[src/rtl/muldiv_issue_scheduler.sv]
// Issue scheduler for the MulDiv reservation station: picks the oldest ready MUL for
// slot 0 and the oldest ready DIV for slot 1, gated by multiplier/divider capacity.
module muldiv_issue_scheduler #(
  parameter int N_RS          = 4,
  parameter int ROB_IDX_WIDTH = 5,
  parameter int DIV_OCC       = 11,
  parameter int DIV_PIPELINED = 0,
  parameter int MAX_MUL_INFL  = 3,
  parameter int MAX_DIV_INFL  = 4
) (
  input  logic                              clk,
  input  logic                              rst,
  input  logic                              flush,
  input  logic [ROB_IDX_WIDTH-1:0]          rob_head,
  input  logic [N_RS-1:0]                   rs_valid,
  input  logic [N_RS-1:0]                   rs_ready,
  input  logic [N_RS-1:0]                   rs_is_div,
  input  logic [N_RS*ROB_IDX_WIDTH-1:0]     rs_rob_idx,
  input  logic                              mul_done,
  input  logic                              div_done,
  output logic [N_RS-1:0]                   mul_grant,
  output logic [N_RS-1:0]                   div_grant,
  output logic                              ex_valid0,
  output logic                              ex_valid1,
  output logic                              div_busy,
  output logic [$clog2(MAX_MUL_INFL+1)-1:0] mul_inflight
);
  localparam int W  = ROB_IDX_WIDTH;
  localparam int MW = $clog2(MAX_MUL_INFL+1);
  localparam int DW = $clog2(MAX_DIV_INFL+1);
  localparam int CW = (DIV_OCC > 1) ? $clog2(DIV_OCC) : 1;
  localparam logic [MW-1:0] MUL_MAX  = MW'(MAX_MUL_INFL);
  localparam logic [DW-1:0] DIV_MAX  = DW'(MAX_DIV_INFL);
  localparam logic [CW-1:0] OCC_LOAD = CW'(DIV_OCC - 1);

  // div_busy is the externally visible image of this FSM's state.
  typedef enum logic {S_IDLE, S_BUSY} div_state_t;

  div_state_t       state, state_next;
  logic [CW-1:0]    cnt, cnt_next;
  logic [MW-1:0]    mul_cnt, mul_cnt_next;
  logic [DW-1:0]    div_cnt, div_cnt_next;
  logic [W-1:0]     age [N_RS];
  logic [W-1:0]     mul_best, div_best;
  logic             mul_found, div_found;
  logic [N_RS-1:0]  mul_pick, div_pick;
  logic             mul_ok, div_ok;
  logic             kill;

  assign kill = rst | flush;

  // Oldest-first pick; strict '<' lets the lower index win an (illegal) age tie.
  always_comb begin
    mul_found = 1'b0;
    div_found = 1'b0;
    mul_best  = '0;
    div_best  = '0;
    mul_pick  = '0;
    div_pick  = '0;
    for (int i = 0; i < N_RS; i++) begin
      age[i] = rs_rob_idx[i*W +: W] - rob_head;
      if (rs_valid[i] && rs_ready[i] && !rs_is_div[i] && (!mul_found || age[i] < mul_best)) begin
        mul_found   = 1'b1;
        mul_best    = age[i];
        mul_pick    = '0;
        mul_pick[i] = 1'b1;
      end
      if (rs_valid[i] && rs_ready[i] && rs_is_div[i] && (!div_found || age[i] < div_best)) begin
        div_found   = 1'b1;
        div_best    = age[i];
        div_pick    = '0;
        div_pick[i] = 1'b1;
      end
    end
  end

  // A full unit may still accept an op when a result leaves in the same cycle.
  assign mul_ok = (mul_cnt < MUL_MAX) || (mul_cnt == MUL_MAX && mul_done);
  assign div_ok = (DIV_PIPELINED != 0)
                ? ((div_cnt < DIV_MAX) || (div_cnt == DIV_MAX && div_done))
                : (state == S_IDLE);

  assign mul_grant    = (!kill && mul_ok) ? mul_pick : '0;
  assign div_grant    = (!kill && div_ok) ? div_pick : '0;
  assign ex_valid0    = |mul_grant;
  assign ex_valid1    = |div_grant;
  assign div_busy     = (state == S_BUSY);
  assign mul_inflight = mul_cnt;

  always_comb begin
    state_next   = state;
    cnt_next     = cnt;
    mul_cnt_next = mul_cnt + MW'(ex_valid0) - MW'(mul_done && mul_cnt != '0);
    div_cnt_next = div_cnt;
    if (DIV_PIPELINED != 0) begin
      div_cnt_next = div_cnt + DW'(ex_valid1) - DW'(div_done && div_cnt != '0);
    end else begin
      case (state)
        S_IDLE: begin
          if (ex_valid1) begin
            state_next = S_BUSY;
            cnt_next   = OCC_LOAD;
          end
        end
        S_BUSY: begin
          if (cnt != '0) cnt_next = cnt - 1'b1;
          else if (div_done) state_next = S_IDLE;
        end
        default: state_next = S_IDLE;
      endcase
    end
    if (kill) begin
      state_next   = S_IDLE;
      cnt_next     = '0;
      mul_cnt_next = '0;
      div_cnt_next = '0;
    end
  end

  always_ff @(posedge clk) begin
    state   <= state_next;
    cnt     <= cnt_next;
    mul_cnt <= mul_cnt_next;
    div_cnt <= div_cnt_next;
  end
endmodule

[config.mk]
export PLATFORM = sky130hd
export DESIGN_NAME = muldiv_issue_scheduler
export DESIGN_NICKNAME = d
export VERILOG_FILES = /design/src/rtl/muldiv_issue_scheduler.sv
export SDC_FILE = /design/constraint.sdc
export NUM_CORES = 1
export LEC_CHECK = 0
export BUFFER_PORTS_ARGS = -buffer_cell sky130_fd_sc_hd__clkbuf_2
export CAP_MARGIN = 10
export CORE_MARGIN = 10
export CORE_UTILIZATION = 58
export CTS_BUF_LIST = sky130_fd_sc_hd__clkbuf_4 sky130_fd_sc_hd__clkbuf_8
export DETAILED_ROUTE_END_ITERATION = 10
export PLACE_DENSITY = 0.86
export SLEW_MARGIN = 25
export SYNTH_ARGS = -nofsm -noshare
export SYNTH_HDL_FRONTEND = slang
export SYNTH_SLANG_ARGS = --single-unit
[constraint.sdc]
create_clock -name clk -period 18 [get_ports clk]
set_input_delay 0.9 -clock clk [delete_from_list [all_inputs] [get_ports clk]]
set_output_delay 0.9 -clock clk [all_outputs]
set_load 0.05 [all_outputs]
==> out/qor.yml <==
layout:
  diodes: 0
  fin_nets: 425
  synthToLayoutAreaGrowth_pct: 15.4
  drive_gt1_frac: 0.251
  final_area_mm2: 0.00262
route:
  wire_per_inst_um: 16.3
  drt_pass1_iterations: 4
  drc: 0
  routed_wl_um: 6260
  wl_met3_um: 353
  num_vias: 2293
  wl_met1_um: 2560
  wl_met2_um: 3170
  drtIter0Drc: 122
  top_layer: "met4"
  antenna_left: 0
  via_per_inst: 5.99
setup_path:
  crit_type: "primary input to output pin"
  r2r-start: "cnt[1]$_SDFFE_PP0P_"
  r2r_slack_ns: 16.39
  worstPathRequired_ns: 17.10
  rr_endpoint: "cnt[3]$_SDFFE_PP0P_"
  crit_buf_inv: 5
  slowest_stage: "mux2_2"
  cp_top_family: "compound AO/OA/AOI/OAI gates"
  rr_worst_depth: 6
  critPathMaxStageDelay_ns: 0.42
  arrival_ns: 7.69
  cp_max_fo: 8
  end_kind: "output pin"
  cp-start-kind: "primary input"
floorplanning:
  start_util: 0.611
  fp.dieW_um: 82.6
  die_h_um: 82.6
  dieArea_mm2: 0.00682
  io_pins: 55
  core_area_mm2: 0.00372
  fp-row-count: 22
clock_tree:
  cts_resized: 0
  cts_buffers: 3
  cts_tree: "yes"
  htreeDepth: 1
  worstSkewPairLatency_ns: 0.24
  cts_sinks: 7
  cts_root_buf: "clkbuf_8"
  clk_pin_slew_ns: 0.04
  cts.path.max_buffers: 2
  cts_setup_buffers: 0
  ctsHoldBuffers: 0
hold_path:
  hold_path_depth: 2
  holdCritStartpoint: "cnt[2]$_SDFFE_PP0P_"
  worstHoldEndpoint: "cnt[2]$_SDFFE_PP0P_"
  min_path_type: "flip-flop to flip-flop"
run:
  cap_viol_max_count: 0
timing:
  hold_violations: 0
  period_minus_slack_ns: 8.59
  timing.max_slew.rel_slack: 0.586
  slew_violations: 0
  timing.fmax_ghz: 0.116
  fin_skew_ns: 0.000648
  tightest_slew_ns: 0.617
  rsz0062_at_grt: "no"
  tns_ns: 0
  setup_viol: 0
  period_share: 0.477
yosys:
  syn_nets: 371
  syn_inst: 282
  synth-simple-area-share: 0.189
  synthFlopType: "dfxtp_1"
  synth_mux_area_frac: 0.0716
  ys_seq_elements: 7
  synth_common_cells: "ha_1, inv_1, a21oi_1"
  synthXorXnorAreaFrac: 0.0655
  async_reset_ff_frac: 0
  synth_compound_area_frac: 0.271
  synth-seq-area-share: 0.0617
  synth_top_family_by_area: "adder cells"
  synth_top_area_frac: 0.237
  synthAdderAreaFrac: 0.272
  synth.distinct_cells: 62
  synth.most_common_cell: "ha_1"
  synth_edf_count: 0
  synth_top_area_cell: "ha_1"
  synth_warnings: 0
  synth_area_mm2: 0.00227
  avgSynthCellArea_um2: 8.06
  synth_area_leaders: "ha_1, dfxtp_1, inv_1, xnor2_1, a21oi_1"
global_routing:
  antenna_found_initial: 0
  grt_max_degree: 10
  grt_pass1_wl_um: 9990
  track_usage: 0.184
  gr-total-overflow: 0
  grt_pass1_vias: 2320
power:
  ir_drop_v: 0.0000432
  power_density_mw_per_mm2: 51.5
  leakagePower_nw: 1.21
placed_design:
  io_buffers: 54
  dp_hpwl_um: 5460
  place.gp.congestion: 0.879
  placed_area_mm2: 0.00257
outcome:
  status: "completed"
[worst min-delay path, cell delays in order, from the launching register on]
cell and delay, ns:
dfxtp_1 0.33, nand3_1 0.08, a21oi_1 0.06
[cell usage in the layout (no fill, tap or decap), types with 5 or more instances in the layout]
| cell | Yosys | final |
|---|---|---|
| clkbuf_2 | 0 | 54 |
| ha_1 | 43 | 43 |
| inv_1 | 34 | 34 |
| a21oi_1 | 19 | 19 |
| nand2_1 | 16 | 16 |
| nor2_1 | 14 | 14 |
| o21ai_0 | 13 | 13 |
| a21o_1 | 12 | 12 |
| xnor2_1 | 12 | 12 |
| nor3_1 | 10 | 10 |
| mux2i_1 | 8 | 8 |
| dfxtp_1 | 7 | 7 |
| nand3_1 | 6 | 6 |
| mux2_2 | 6 | 6 |
| xor2_1 | 5 | 5 |
[flip-flops by register name, indices dropped and copies added, names as in the netlist]
signal / flops
cnt: 4
mul_inflight: 2
div_busy: 1
[metal layers]
metal	global-route usage	vias up
met5	0	-
met4	0.0803	0
met3	0.0443	17
met2	0.333	69
met1	0.200	1063
li1	-	1144
[cells by family (layout without fill, tap and decap cells)]
logic type | Yosys count | count (layout)
mux | 15 | 15
buf+inv | 39 | 92
xor+xnor | 17 | 17
compound gates | 81 | 81
fa+ha+maj | 47 | 47
flops | 7 | 7
simple gates | 76 | 76
[metrics by stage]
step	setup slack [ns]	cells	hold WS (ns)	power [mW]	utilization
after floorplan	9.76	282	0.468	0.0870	-
after global placement	9.76	379	0.490	0.106	0.693
after detailed placement	9.57	379	0.508	0.110	0.693
after CTS	9.52	383	0.517	0.134	0.705
after global routing	8.93	383	0.536	0.148	0.705
final	9.41	383	0.522	0.135	0.705
[how the worst max path moves through the flow]
stage	from	end	slack (ns)	depth (start not counted)
final	rob_head[1]	div_grant[0]	9.41	28
after global routing	rob_head[1]	div_grant[0]	8.93	29
after CTS	rob_head[1]	div_grant[0]	9.52	28
after detailed placement	rob_head[1]	div_grant[0]	9.57	28
after global placement	rob_head[0]	div_grant[0]	9.76	28
after floorplan	rob_head[1]	div_grant[2]	9.76	25
[power by group]
| part | total [mW] | switching (mW) | internal (mW) |
|---|---|---|---|
| Sequential | 0.0162 | 0.000357 | 0.0159 |
| Combinational | 0.0955 | 0.0553 | 0.0402 |
| Clock | 0.0232 | 0.00811 | 0.0151 |
[layout make-up]
class,instances,area (um^2)
Clock buffer,3,41.3
Sequential cell,7,140
Clock inverter,1,5.00
Inverter,34,128
Fill cell,327,1090
Multi-Input combinational cell,236,1980
Timing Repair Buffer,54,270
Tap cell,48,60.1
No activity file was read; power rests on OpenSTA's default activity.
